`src/rtl/bus_arbiter_if.sv`:
```
// Bundle of the fetch port, data port, cache array port, UART and keyboard
// signals shared between the arbiter (slave) and the CPU/memory side (master).
interface bus_arbiter_if;
  logic        if_req;
  logic [31:0] if_addr;
  logic [31:0] if_data;
  logic        if_valid;
  logic        d_rd;
  logic        d_wr;
  logic [63:0] d_addr;
  logic [63:0] d_wdata;
  logic [63:0] d_rdata;
  logic        d_valid;
  logic        bus_err;
  logic [10:0] mem_addr;
  logic        mem_we;
  logic [31:0] mem_wdata;
  logic [31:0] mem_rdata;
  logic        uart_wr_n;
  logic [31:0] uart_wdata;
  logic [7:0]  key_data;

  modport slave (
    input  if_req, if_addr, d_rd, d_wr, d_addr, d_wdata, mem_rdata, key_data,
    output if_data, if_valid, d_rdata, d_valid, bus_err,
           mem_addr, mem_we, mem_wdata, uart_wr_n, uart_wdata
  );

  modport master (
    output if_req, if_addr, d_rd, d_wr, d_addr, d_wdata, mem_rdata, key_data,
    input  if_data, if_valid, d_rdata, d_valid, bus_err,
           mem_addr, mem_we, mem_wdata, uart_wr_n, uart_wdata
  );
endinterface

```
`src/rtl/bus_arbiter.sv`:
```
// Two-master (fetch/data) arbiter onto a shared synchronous cache array, with
// memory-mapped UART transmit and keyboard registers; round-robin on contention.
module bus_arbiter #(
  parameter logic [63:0] ROM_BASE = 64'h0000,
  parameter logic [63:0] ROM_SIZE = 64'h1000,
  parameter logic [63:0] RAM_BASE = 64'h1000,
  parameter logic [63:0] RAM_SIZE = 64'h1000,
  parameter logic [63:0] ART_BASE = 64'hFFFF,
  parameter logic [63:0] KEY_BASE = 64'hFFFE
) (
  input  logic        CLOCK_50,
  input  logic        KEY0,
  bus_arbiter_if.slave bus
);

  typedef enum logic [2:0] {IDLE, ADDR, RD_DONE, WR, RESP} state_t;

  state_t      r_state, w_state_next;
  logic        r_is_fetch, w_is_fetch_next;
  logic        r_is_write, w_is_write_next;
  logic        r_last_fetch, w_last_fetch_next;
  logic [63:0] r_addr, w_addr_next;
  logic [31:0] r_wdata, w_wdata_next;
  logic [31:0] r_if_data, w_if_data_next;
  logic [63:0] r_d_rdata, w_d_rdata_next;
  logic        r_if_valid, w_if_valid_next;
  logic        r_d_valid, w_d_valid_next;
  logic        r_bus_err, w_bus_err_next;
  logic [10:0] r_mem_addr, w_mem_addr_next;
  logic        r_mem_we, w_mem_we_next;
  logic [31:0] r_mem_wdata, w_mem_wdata_next;
  logic        r_uart_wr_n, w_uart_wr_n_next;
  logic [31:0] r_uart_wdata, w_uart_wdata_next;

  logic        w_d_req;
  logic        w_grant_fetch;
  logic [63:0] w_rom_off, w_ram_off;
  logic        w_in_rom, w_in_ram, w_in_uart, w_in_key, w_in_mem;
  logic [31:0] w_swap;
  logic        w_unused;

  // Offset compares keep the range test valid for any base, including zero.
  assign w_rom_off = r_addr - ROM_BASE;
  assign w_ram_off = r_addr - RAM_BASE;
  assign w_in_rom  = (w_rom_off < ROM_SIZE);
  assign w_in_ram  = (w_ram_off < RAM_SIZE);
  assign w_in_uart = (r_addr == ART_BASE);
  assign w_in_key  = (r_addr == KEY_BASE);
  assign w_in_mem  = w_in_rom | w_in_ram;

  assign w_d_req  = bus.d_rd | bus.d_wr;
  assign w_swap   = {bus.mem_rdata[7:0], bus.mem_rdata[15:8],
                     bus.mem_rdata[23:16], bus.mem_rdata[31:24]};
  assign w_unused = ^bus.d_wdata[63:32];

  // On contention the requester that did not win last time is granted.
  assign w_grant_fetch = bus.if_req & (~w_d_req | ~r_last_fetch);

  always_comb begin
    w_state_next      = r_state;
    w_is_fetch_next   = r_is_fetch;
    w_is_write_next   = r_is_write;
    w_last_fetch_next = r_last_fetch;
    w_addr_next       = r_addr;
    w_wdata_next      = r_wdata;
    w_if_data_next    = r_if_data;
    w_d_rdata_next    = r_d_rdata;
    w_mem_addr_next   = r_mem_addr;
    w_mem_wdata_next  = r_mem_wdata;
    w_uart_wdata_next = r_uart_wdata;
    w_if_valid_next   = 1'b0;
    w_d_valid_next    = 1'b0;
    w_bus_err_next    = 1'b0;
    w_mem_we_next     = 1'b0;
    w_uart_wr_n_next  = 1'b1;

    case (r_state)
      IDLE: begin
        if (bus.if_req || w_d_req) begin
          w_is_fetch_next   = w_grant_fetch;
          w_is_write_next   = ~w_grant_fetch & bus.d_wr;
          w_last_fetch_next = w_grant_fetch;
          w_addr_next       = w_grant_fetch ? {32'b0, bus.if_addr} : bus.d_addr;
          w_wdata_next      = bus.d_wdata[31:0];
          w_mem_addr_next   = w_grant_fetch ? bus.if_addr[12:2] : bus.d_addr[12:2];
          w_state_next      = ADDR;
        end
      end
      ADDR: begin
        if (r_is_write) begin
          w_state_next = WR;
          if (w_in_ram) begin
            w_mem_we_next    = 1'b1;
            w_mem_wdata_next = r_wdata;
          end
          if (w_in_uart) begin
            w_uart_wr_n_next  = 1'b0;
            w_uart_wdata_next = r_wdata;
          end
        end else begin
          w_state_next = RD_DONE;
        end
      end
      RD_DONE: begin
        w_state_next = RESP;
        if (r_is_fetch) begin
          w_if_valid_next = 1'b1;
          w_bus_err_next  = ~w_in_mem;
          w_if_data_next  = w_in_mem ? w_swap : 32'h0000_0013;
        end else begin
          w_d_valid_next = 1'b1;
          if (w_in_mem) begin
            w_d_rdata_next = {32'b0, bus.mem_rdata};
          end else if (w_in_key) begin
            w_d_rdata_next = {56'b0, bus.key_data};
          end else if (w_in_uart) begin
            w_d_rdata_next = 64'b0;
          end else begin
            w_d_rdata_next = 64'hDEADBEEF_DEADBEEF;
            w_bus_err_next = 1'b1;
          end
        end
      end
      WR: begin
        w_state_next   = RESP;
        w_d_valid_next = 1'b1;
        w_bus_err_next = ~(w_in_ram | w_in_uart);
      end
      RESP: begin
        w_state_next = IDLE;
      end
      default: begin
        w_state_next = IDLE;
      end
    endcase
  end

  always_ff @(posedge CLOCK_50 or negedge KEY0) begin
    if (!KEY0) begin
      r_state      <= IDLE;
      r_is_fetch   <= 1'b0;
      r_is_write   <= 1'b0;
      r_last_fetch <= 1'b1;
      r_addr       <= 64'b0;
      r_wdata      <= 32'b0;
      r_if_data    <= 32'b0;
      r_d_rdata    <= 64'b0;
      r_if_valid   <= 1'b0;
      r_d_valid    <= 1'b0;
      r_bus_err    <= 1'b0;
      r_mem_addr   <= 11'b0;
      r_mem_we     <= 1'b0;
      r_mem_wdata  <= 32'b0;
      r_uart_wr_n  <= 1'b1;
      r_uart_wdata <= 32'b0;
    end else begin
      r_state      <= w_state_next;
      r_is_fetch   <= w_is_fetch_next;
      r_is_write   <= w_is_write_next;
      r_last_fetch <= w_last_fetch_next;
      r_addr       <= w_addr_next;
      r_wdata      <= w_wdata_next;
      r_if_data    <= w_if_data_next;
      r_d_rdata    <= w_d_rdata_next;
      r_if_valid   <= w_if_valid_next;
      r_d_valid    <= w_d_valid_next;
      r_bus_err    <= w_bus_err_next;
      r_mem_addr   <= w_mem_addr_next;
      r_mem_we     <= w_mem_we_next;
      r_mem_wdata  <= w_mem_wdata_next;
      r_uart_wr_n  <= w_uart_wr_n_next;
      r_uart_wdata <= w_uart_wdata_next;
    end
  end

  assign bus.if_data    = r_if_data;
  assign bus.if_valid   = r_if_valid;
  assign bus.d_rdata    = r_d_rdata;
  assign bus.d_valid    = r_d_valid;
  assign bus.bus_err    = r_bus_err;
  assign bus.mem_addr   = r_mem_addr;
  assign bus.mem_we     = r_mem_we;
  assign bus.mem_wdata  = r_mem_wdata;
  assign bus.uart_wr_n  = r_uart_wr_n;
  assign bus.uart_wdata = r_uart_wdata;

endmodule

```
`src/flat_wrapper.sv`:
```
// flat-port wrapper written by rule: the top's interface ports become plain ports
module bus_arbiter_flat 
#(
  parameter logic [63:0] ROM_BASE = 64'h0000,
  parameter logic [63:0] ROM_SIZE = 64'h1000,
  parameter logic [63:0] RAM_BASE = 64'h1000,
  parameter logic [63:0] RAM_SIZE = 64'h1000,
  parameter logic [63:0] ART_BASE = 64'hFFFF,
  parameter logic [63:0] KEY_BASE = 64'hFFFE
)
  (CLOCK_50, KEY0, bus_if_req, bus_if_addr, bus_d_rd, bus_d_wr, bus_d_addr, bus_d_wdata, bus_mem_rdata, bus_key_data, bus_if_data, bus_if_valid, bus_d_rdata, bus_d_valid, bus_bus_err, bus_mem_addr, bus_mem_we, bus_mem_wdata, bus_uart_wr_n, bus_uart_wdata);
  bus_arbiter_if bus_i ();
  input  logic CLOCK_50;
  input  logic KEY0;
  input wire logic [$bits(bus_i.if_req)-1:0] bus_if_req;
  input wire logic [$bits(bus_i.if_addr)-1:0] bus_if_addr;
  input wire logic [$bits(bus_i.d_rd)-1:0] bus_d_rd;
  input wire logic [$bits(bus_i.d_wr)-1:0] bus_d_wr;
  input wire logic [$bits(bus_i.d_addr)-1:0] bus_d_addr;
  input wire logic [$bits(bus_i.d_wdata)-1:0] bus_d_wdata;
  input wire logic [$bits(bus_i.mem_rdata)-1:0] bus_mem_rdata;
  input wire logic [$bits(bus_i.key_data)-1:0] bus_key_data;
  output wire logic [$bits(bus_i.if_data)-1:0] bus_if_data;
  output wire logic [$bits(bus_i.if_valid)-1:0] bus_if_valid;
  output wire logic [$bits(bus_i.d_rdata)-1:0] bus_d_rdata;
  output wire logic [$bits(bus_i.d_valid)-1:0] bus_d_valid;
  output wire logic [$bits(bus_i.bus_err)-1:0] bus_bus_err;
  output wire logic [$bits(bus_i.mem_addr)-1:0] bus_mem_addr;
  output wire logic [$bits(bus_i.mem_we)-1:0] bus_mem_we;
  output wire logic [$bits(bus_i.mem_wdata)-1:0] bus_mem_wdata;
  output wire logic [$bits(bus_i.uart_wr_n)-1:0] bus_uart_wr_n;
  output wire logic [$bits(bus_i.uart_wdata)-1:0] bus_uart_wdata;
  assign bus_i.if_req = bus_if_req;
  assign bus_i.if_addr = bus_if_addr;
  assign bus_i.d_rd = bus_d_rd;
  assign bus_i.d_wr = bus_d_wr;
  assign bus_i.d_addr = bus_d_addr;
  assign bus_i.d_wdata = bus_d_wdata;
  assign bus_i.mem_rdata = bus_mem_rdata;
  assign bus_i.key_data = bus_key_data;
  assign bus_if_data = bus_i.if_data;
  assign bus_if_valid = bus_i.if_valid;
  assign bus_d_rdata = bus_i.d_rdata;
  assign bus_d_valid = bus_i.d_valid;
  assign bus_bus_err = bus_i.bus_err;
  assign bus_mem_addr = bus_i.mem_addr;
  assign bus_mem_we = bus_i.mem_we;
  assign bus_mem_wdata = bus_i.mem_wdata;
  assign bus_uart_wr_n = bus_i.uart_wr_n;
  assign bus_uart_wdata = bus_i.uart_wdata;
  bus_arbiter #(.ROM_BASE(ROM_BASE), .ROM_SIZE(ROM_SIZE), .RAM_BASE(RAM_BASE), .RAM_SIZE(RAM_SIZE), .ART_BASE(ART_BASE), .KEY_BASE(KEY_BASE)) u_core (.CLOCK_50(CLOCK_50), .KEY0(KEY0), .bus(bus_i));
endmodule
```
`config.mk`:
```
export PLATFORM = sky130hd
export DESIGN_NAME = bus_arbiter_flat
export DESIGN_NICKNAME = d
export VERILOG_FILES = /design/src/rtl/bus_arbiter_if.sv /design/src/rtl/bus_arbiter.sv /design/src/flat_wrapper.sv
export SDC_FILE = /design/constraint.sdc
export NUM_CORES = 1
export LEC_CHECK = 0
export ABC_AREA = 1
export CORE_MARGIN = 8
export CORE_UTILIZATION = 50
export DETAILED_ROUTE_END_ITERATION = 6
export HOLD_SLACK_MARGIN = 0.06
export MAX_ROUTING_LAYER = met4
export PLACE_DENSITY = 0.94
export SLEW_MARGIN = 20
export SYNTH_ARGS = -nofsm -noshare
export SYNTH_HDL_FRONTEND = slang
export SYNTH_SLANG_ARGS = --single-unit
export TNS_END_PERCENT = 5
```
`constraint.sdc`:
```
create_clock -name CLOCK_50 -period 4.8 [get_ports CLOCK_50]
set_input_delay 0.72 -clock CLOCK_50 [delete_from_list [all_inputs] [get_ports CLOCK_50]]
set_output_delay 0.72 -clock CLOCK_50 [all_outputs]
set_load 0.005 [all_outputs]
```
* After elaboration in Yosys (flattened, before gate mapping) *
Cells that the tools add are included.

cells by class
  reduce and logical (&&, ||, !) cells = 8
  order comparisons = 2
  add/subtract/negate cells = 1
  equal/unequal tests = 6
  bitwise operators = 12
  mux-type cells = 23

operator list
  kind                      number
  $mux W64                  4
  $eq A64 B16 Y1 const B    2
  $lt A64 B13 Y1 const B    2
  $sub A64 B13 Y64 const B  1
  $mux W32                  1
  $mux W1                   13
  $mux W11                  1
  $pmux W3 S3               1
  $eq A3 B2 Y1 const B      2
  $not A1 Y1                6
  $reduce_and A2 Y1         3
  $reduce_and A3 Y1         2
  $or A1 B1 Y1              4
  $pmux W1 S2               2
  $eq A3 B1 Y1 const B      1
  $logic_not A3 Y1          1
  $mux W3                   1
  $and A1 B1 Y1             2
  $ne A2 B1 Y1 const B      1
  $reduce_or A2 Y1          1
  $logic_or A1 B1 Y1        1

word-level totals
  output and inout bits = 176
  bits in registers = 278
  bits of input ports = 205

* Longest topological paths before layout *
Gate-level depths: netlist (run 1).

  word-level depth = 6
  mapped depth = 19
  depth with buffers taken out = 17

* Worst setup path before layout (run 1) *
Ideal clock, no wire load.

  path type = reg2reg
  start = reg u_core.r_addr[18]
  end = reg u_core.r_bus_err, in the netlist u_core.bus.bus_err
  stages on the path, launching flop included = 19
  library setup time = 0.125 ns
  path buffers = 2
  arrival time = 2.035 ns
  path slack = 2.640 ns
  data required time = 4.675 ns
  path through = dfrtp_1 -> nor2_2 -> nand2_1 -> nor2_1 -> nand2_2 -> nor2_4 -> nand2_1 -> nand2_1 -> nand3_1 -> nor2_1 -> nand2_1 -> nor2_1 -> nand3_2 -> buf_6 -> nand2_8 -> buf_6 -> inv_1 -> nand2_1 -> nand3_1

between the ends
  word-level cells in the longest chain between the ends = 6
  elaborated cells on any way between the ends = 14
  those cells by class = add/sub (1); order compare (2); eq/ne (2); mux (5); bitwise (4)

ends and longest elaborated chain
  element                                             line                                    source
  from (decl)                                         bus_arbiter.sv:22                       logic [63:0] r_addr, w_addr_next;
  from (signal assigned)                              bus_arbiter.sv:161                      r_addr <= w_addr_next;
  $sub A64 B13 Y64 or $eq A64 B16 Y1 (tied branches)  bus_arbiter.sv:44, bus_arbiter.sv:47
  $lt A64 B13 Y1 or $mux W1 (tied branches)           bus_arbiter.sv:46, bus_arbiter.sv:116
  $or A1 B1 Y1 or $mux W1 (tied branches)             bus_arbiter.sv:49, bus_arbiter.sv:114
  $mux W1 or $not A1 Y1 (tied branches)               bus_arbiter.sv:112, bus_arbiter.sv:108
  $mux W1                                             bus_arbiter.sv:106                      if (r_is_fetch) begin
  $pmux W1 S2 (*)                                     bus_arbiter.sv:77                       case (r_state)
  net u_core.w_bus_err_next                           bus_arbiter.sv:28                       logic r_bus_err, w_bus_err_next;
  to (signal assigned)                                bus_arbiter.sv:167                      r_bus_err <= w_bus_err_next;
  to (decl)                                           bus_arbiter.sv:28

Mark *: on every way through the listed nets, which the timed path passes. The rest lies on a longest branch.
A chain may end at the register's enable or synchronous reset.

* Final worst setup path (run 1) *
  start = reg u_core.r_addr[12]
  end = reg u_core.r_mem_wdata[2], in the netlist u_core.bus.mem_wdata[2]

between the ends
  word-level cells in the longest chain between the ends = 3

ends and longest elaborated chain
  element                             line                source
  $sub A64 B13 Y64                    bus_arbiter.sv:44   assign w_ram_off = r_addr - RAM_BASE;
  $lt A64 B13 Y1                      bus_arbiter.sv:46   assign w_in_ram = (w_ram_off < RAM_SIZE);
  $reduce_and A3 Y1 (no source line)  n/a
  to (signal assigned)                bus_arbiter.sv:170  r_mem_wdata <= w_mem_wdata_next;
  to (decl)                           bus_arbiter.sv:31   logic [31:0] r_mem_wdata, w_mem_wdata_next;

No other way between the ends.

==> out/summary.txt, run 1 <==
Outcome: finished clean
Sw Ratio: 37.52%
Origin of the worst setup path: u_core.r_addr[12]
P_sw: 3256 µW
Total GRT Usage: 28.22%
RSZ-0062 raised after global routing: false
Number of nets with antenna violations after routing: 0
Initial Utilization: 50.30%
Sequential cell area: 0.005908 mm²
Pre-CTS setup slack: 1.241 ns
Distinct cells, synth: 37
Commonest cells after routing, fill and taps aside: 376 x nand2_1, 339 x clkdlybuf4s50_1, 234 x dfrtp_1
Initial antenna violation count: 0
Crit end category: register
Total clock sinks: 236
Commonest non-fill, non-tap cell in the layout: nand2_1
Seq/Total Area, Yosys: 52.52%
Setup Viol. Count Final: 0
Gate power share: 39.7%
Cts hold-fix bufs: 0
Worst Path Buf+Inv: 1
Yosys warns: 0
Largest net degree at the start of global routing: 123
First-pass GRT wire length: 61080 µm
Slew Viols, Final: 0
Core footprint: 0.02237 mm²
Final Critical Period: 3.689 ns
Initial drt markers: 1016
Top Family by Delay on Critical Path: simple AND/OR/NAND/NOR gates
Worst min path class: input pin to asynchronous set/reset pin
WHS: 0.1674 ns
Post-CTS Setup Bufs: 0
Final nets: 1900
Die Y: 166.0 µm
Routability cong.: 0.9505
Total CTS buffers: 25
Yosys reg bits: 236
1st-pass router iterations: 6
Top cell type's share of synthesized area: 52.05%
Die area: 0.02755 mm²
DR vias/cell: 5.465
Post_cts resized: 0
Final Hold Viols: 0
P&R area growth vs syn: 37.00%
Total power: 8679 µW
Synth area leader: dfrtp_1
Fmax: 271.1 MHz
Root Buffer: clkbuf_16
Worst stage delay on the critical path: 0.47 ns
Max clock buf depth: 3
Slew headroom: 37.91%
Reg power frac: 36.8%
Row count: 55
Synth Instances: 1416
Ant diodes: 0
Detailed Place HPWL: 28190 µm
Skew-Pair Late Insertion Delay: 0.53 ns
Die width: 166.0 µm
CTS clock-pin slew for the worst setup and hold paths: 0.06 ns
Post-synth EDFFs: 0
Share of layout cells above drive strength 1: 4.551%
Slowest cell on crit path: dfrtp_1
Clock share of power: 23.6%
Mean Syn Cell Area: 7.945 µm²
Post-synth ARST share: 100.0%
CTS tree: built
RR Startpoint: u_core.r_addr[12]
Post-synthesis cell area: 0.01125 mm²
Final setup margin: 1.111 ns
# H-tree levels: 1
Clock skew: 0.01450 ns
Port buffer count: 340
Mean routed wirelength per cell: 19.31 µm
Pwr/cell area: 563.1 mW/mm²
Max VDD drop: 0.4235 mV
CP required: 5.25 ns
Period Utilization, post-route: 76.85%
P_int: 5423 µW
Least-Margin Pin Slew: 0.9303 ns
Pleak: 0.006901 µW
IO Pins: 381
Post-Route WL: 38590 µm
Fillers: 1709
TNS Setup: 0 ns
MaxCap Viol Count: 0
Crit-path max FO: 34
Overflow after GRT: 0
Via count: 10920
Cell mode on critical path: nor2_1
Vias in the first global route: 11150
Worst setup path class: register to register
Main synth FF type: dfrtp_1
Crit start category: register
DR DRC count: 0
Multi-input logic area: 0.004347 mm²
Core Util, Final: 68.91%
Critical path data arrival time: 4.14 ns
Worst-path cell chain: nor2_2 > nand2_2 > nor2_1 > nand2_1 > nor2_1 > nand2_1 > nand3_1 > nor2_1 > nand2_1 > nor2_1 > nand3_2 > nor2_1 > nand2_2 > buf_4 > nand2_1 > o21ai_1
Synth area leaders: dfrtp_1 52%, nand2_1 13%, nand3_1 5.9%, o21ai_0 5.8%, nor2_1 4.9%
## worst paths after layout
kind,to,slack [ns],depth (start not counted)
setup / recovery,u_core.bus.mem_wdata[2],1.11,16
setup reg to reg,u_core.bus.mem_wdata[2],1.11,16
hold / removal,u_core.bus.if_data[10],0.17,1
min in group CLOCK_50,u_core.r_last_fetch,0.48,2
max in group asynchronous,u_core.r_state[1],3.52,2
hold reg to reg,u_core.r_last_fetch,0.48,2
## flip-flops by register name, indices dropped and copies added, names as in the netlist, 3 cells and up
name	cells
u_core.bus.mem_addr	10
u_core.r_addr	54
u_core.r_state	3
u_core.r_wdata	32
u_core.bus.if_data	32
u_core.bus.d_rdata	33
u_core.bus.mem_wdata	32
u_core.bus.uart_wdata	32
## Yosys cell counts (4+ instances only)
cell      instances
nand2_2           4
clkbuf_1         45
nor3_1           11
nand3_1         132
o21ai_1          55
nor4_1            4
buf_1             4
o21ai_0         130
dfrtp_1         234
a21oi_1          34
o22ai_1          18
nand4_1          18
nand2_1         377
inv_1           112
nor2_2           10
buf_4            46
nor2_1          146
nand3b_1          5
buf_2             7
## logic make-up after synthesis
group / Yosys count / synth area share (%)
other: 1 / 0.03333
AO/OA/AOI/OAI: 240 / 10.96
flip-flops: 236 / 52.52
AND/OR/NAND/NOR: 718 / 27.18
buffers and inverters: 219 / 9.153
XOR/XNOR: 2 / 0.1557
## routing by layer
layer  track usage (%)  up-vias  part of all wire (%)
met5                 -        -                     0
met4             11.86        0                   4.4
met3             5.491      105                   7.9
met2             46.88      556                    48
met1             33.26     5162                    39
li1                  -     5101                     -
## layout make-up
class | count | area share (%)
tap | 285 | 2.314
clock inverter | 9 | 1.112
sequential | 236 | 38.33
inverter | 114 | 2.809
timing repair buffer | 350 | 22.68
clock buffer | 37 | 4.546
multi-input combinational | 968 | 28.20
## worst register-to-register path: cells and delay by family (launching register included)
| family | cells | cell delay, ns |
|---|---|---|
| compound gates | 1 | 0.12 |
| simple gates | 14 | 2.58 |
| flops | 1 | 0.47 |
| buf+inv | 1 | 0.45 |
## power by group through the flow
stage | sequential (µW) | combinational, µW | clock [µW]
2_1_floorplan | 3090 | 1990 | 0
5_1_grt | 3270 | 3830 | 2160
3_5_place_dp | 3200 | 3400 | 0
3_3_place_gp | 3160 | 3300 | 0
4_1_cts | 3180 | 3440 | 2080
6_report | 3190 | 3440 | 2050
## stage by stage
step | cells | area, µm²
final | 1999 | 15410
after global routing | 1999 | 15410
after CTS | 1999 | 15410
after detailed placement | 1953 | 14540
after global placement | 1953 | 14540
after floorplan | 1423 | 11280
Power figures use the tool's default switching activity.
==> run 2, diff against run 1 <==
Settings changed: CORE_UTILIZATION 50 to 42, PLACE_DENSITY 0.94 to 0.85.
Clock period 4.8 ns to 3.25 ns, I/O delays scaled along.
==> run 2 against run 1 <==
  * The flow now finishes with violations (DRC)
  * Final cell count is 3.2% higher
  * Critical path depth decreased by 1
  * Flip-flop and latch count unchanged
  * Sequential share of layout area fell by 0.24 points
  * Total power increased by 44%
  * Wire length decreased by 3.9%
  * Non-clock buffer count grew 10
==> out/summary.txt, run 2 (synthesized netlist as in run 1, its figures left out) <==
Outcome: complete, but fails checks (was finished clean)
Failing checks: DRC
Number of cells on the worst reg-to-reg path: 15 (was 16)
Port buffer count: 340 (unchanged)
Origin of the worst setup path: u_core.r_addr[25] (was u_core.r_addr[12])
Skew-Pair Late Insertion Delay: 0.54 ns (was 0.53 ns)
Max FFs per register: 54 (unchanged)
Pleak: 0.006921 µW (was 0.006901 µW)
Slew headroom: 47.09% (was 37.91%)
DR DRC count: 2 (was 0)
Initial drt markers: 756 (was 1016)
Clock share of power: 21.7% (was 23.6%)
MaxCap Viol Count: 0 (unchanged)
Final nets: 1910 (was 1900)
RR Startpoint: u_core.r_addr[25] (was u_core.r_addr[12])
Fillers: 2300 (was 1709)
Fmax: 337.2 MHz (was 271.1 MHz)
Max clock buf depth: 3 (unchanged)
Reg power frac: 37.6% (was 36.8%)
Initial Utilization: 42.21% (was 50.30%)
Mean routed wirelength per cell: 17.98 µm (was 19.31 µm)
Total clock sinks: 236 (unchanged)
Total GRT Usage: 23.28% (was 28.22%)
Period Utilization, post-route: 91.26% (was 76.85%)
CP endpoint: u_core.bus.mem_wdata[24] (was u_core.bus.mem_wdata[2])
Clock skew: 0.01507 ns (was 0.01450 ns)
P_int: 7762 µW (was 5423 µW)
1st-pass router iterations: 7 (was 6)
P_sw: 4710 µW (was 3256 µW)
Least-Margin Pin Slew: 0.7937 ns (was 0.9303 ns)
TNS Setup: 0 ns (unchanged)
CP required: 3.64 ns (was 5.25 ns)
Design Area, Final: 0.01551 mm² (was 0.01541 mm²)
Pwr/cell area: 804.2 mW/mm² (was 563.1 mW/mm²)
Worst setup path class: register to register (unchanged)
# H-tree levels: 1 (unchanged)
Critical path data arrival time: 3.36 ns (was 4.14 ns)
Die width: 179.7 µm (was 166.0 µm)
Largest net degree at the start of global routing: 104 (was 123)
Via count: 10660 (was 10920)
DR vias/cell: 5.165 (was 5.465)
Final Critical Period: 2.966 ns (was 3.689 ns)
Total CTS buffers: 25 (unchanged)
Share of layout cells above drive strength 1: 5.055% (was 4.551%)
Final Hold Viols: 0 (unchanged)
Post-Route WL: 37100 µm (was 38590 µm)
Max VDD drop: 0.4729 mV (was 0.4235 mV)
R2R Setup Slk: 0.28 ns (was 1.11 ns)
Routability cong.: 0.9290 (was 0.9505)
Detailed Place HPWL: 28140 µm (was 28190 µm)
Core footprint: 0.02665 mm² (was 0.02237 mm²)
Crit start category: register (unchanged)
CTS clock-pin slew for the worst setup and hold paths: 0.06 ns (about the same)
Setup Viol. Count Final: 0 (unchanged)
Root Buffer: clkbuf_16 (unchanged)
CTS tree: built (unchanged)
Initial antenna violation count: 1 (was 0)
Die area: 0.03228 mm² (was 0.02755 mm²)
P&R area growth vs syn: 37.86% (was 37.00%)
Sw Ratio: 37.76% (was 37.52%)
Worst min path class: register to register (was input pin to asynchronous set/reset pin)
IO Pins: 381 (unchanged)
Gate power share: 40.7% (was 39.7%)
Area post-placement: 0.01472 mm² (was 0.01454 mm²)
Commonest non-fill, non-tap cell in the layout: nand2_1 (unchanged)
Overflow after GRT: 0 (unchanged)
Reg-to-Reg End: u_core.bus.mem_wdata[24] (was u_core.bus.mem_wdata[2])
Slew Viols, Final: 0 (unchanged)
Biggest register: u_core.r_addr (unchanged)
Crit end category: register (unchanged)
Vias in the first global route: 10910 (was 11150)
Die Y: 179.7 µm (was 166.0 µm)
Row count: 60 (was 55)
First-pass GRT wire length: 59610 µm (was 61080 µm)
Number of nets with antenna violations after routing: 0 (unchanged)
RSZ-0062 raised after global routing: false (unchanged)
Crit-path max FO: 64 (was 34)
Commonest cells after routing, fill and taps aside: 376 x nand2_1, 339 x clkdlybuf4s50_1, 234 x dfrtp_1 (unchanged)
-- run 2: changes by cell type in the layout (fill, tap and decap cells not counted), sizes merged --
| cell | change |
|---|---|
| diode | +1 |
| buf | +9 |
| dlygate4sd3 | +1 |
| bufinv | -4 |
| inv | +1 |
-- run 2: power groups by stage --
stage / Clock (µW) / Sequential, µW / Combinational, µW
6_report: 2710 / 4690 / 5080
5_1_grt: 2890 / 4810 / 5680
4_1_cts: 2780 / 4680 / 5100
3_5_place_dp: 0 / 4710 / 5050
3_3_place_gp: 0 / 4680 / 4950
2_1_floorplan: 0 / 4570 / 2930
-- run 2: area by class of cell --
cell class	instances	area, µm²	area share (%)
Timing Repair Buffer	360	3615	23.31
Antenna cell	1	2.502	0.01614
Tap cell	341	426.7	2.751
Inverter	114	430.4	2.775
Sequential cell	236	5908	38.10
Clock buffer	37	720.7	4.647
Clock inverter	6	48.80	0.3146
Multi-Input combinational cell	968	4357	28.09
-- run 2: per-stage QoR --
stage                     cells  power [µW]  setup WS (ns)  utilization (%)  hold WS, ns
final                      2063       12470         0.2840            58.19       0.4659
after global routing       2063       13390      0.0004710            58.19       0.4758
after CTS                  2062       12560         0.1557            58.14       0.4662
after global placement     2018        9627         0.2662            55.22       0.4557
after detailed placement   2018        9768         0.2091            55.22       0.4577
after floorplan            1423        7500          1.090                -       0.1919
-- run 2: worst max-delay path, stage by stage, from the launching register on --
cell and delay (ns):
dfrtp_1 0.41, nor2_1 0.15, nand2_1 0.11, nor2_1 0.23, nand3_1 0.25, o21bai_1 0.28
nand3_1 0.12, nor2_1 0.15, nand2_1 0.08, nor2_1 0.15, nand3_2 0.19, nor2_1 0.17
nand2_2 0.06, buf_6 0.23, nand2_1 0.12, o21ai_1 0.07
-- run 2: timing repair --
action	4_1_cts	5_1_grt
endpoints found under the setup margin	0	38
hold buffers	1	0
setup buffers	0	0
gates resized for setup	0	3
hold endpoints to repair	100	0
-- run 2: how the worst min path moves through the flow --
stage                         endpoint         startpoint  depth (start not counted)  slack, ns
floorplan           u_core.bus.bus_err               KEY0                          0       0.19
global placement     u_core.r_state[1]  u_core.r_state[1]                          1       0.46
detailed placement   u_core.r_state[1]  u_core.r_state[1]                          1       0.46
CTS                  u_core.r_state[1]  u_core.r_state[1]                          1       0.47
global route         u_core.r_state[1]  u_core.r_state[1]                          1       0.48
finish               u_core.r_state[1]  u_core.r_state[1]                          1       0.47
-- run 2: metal layers --
layer | share of wire, % | vias to the layer above | track usage [%] | wire length, µm
li1 | - | 5132 | - | -
met1 | 43 | 5027 | 28.66 | 15830
met2 | 48 | 432 | 38.06 | 17640
met3 | 6.6 | 64 | 4.738 | 2450
met4 | 3.2 | 0 | 7.569 | 1179
met5 | 0 | - | - | 0
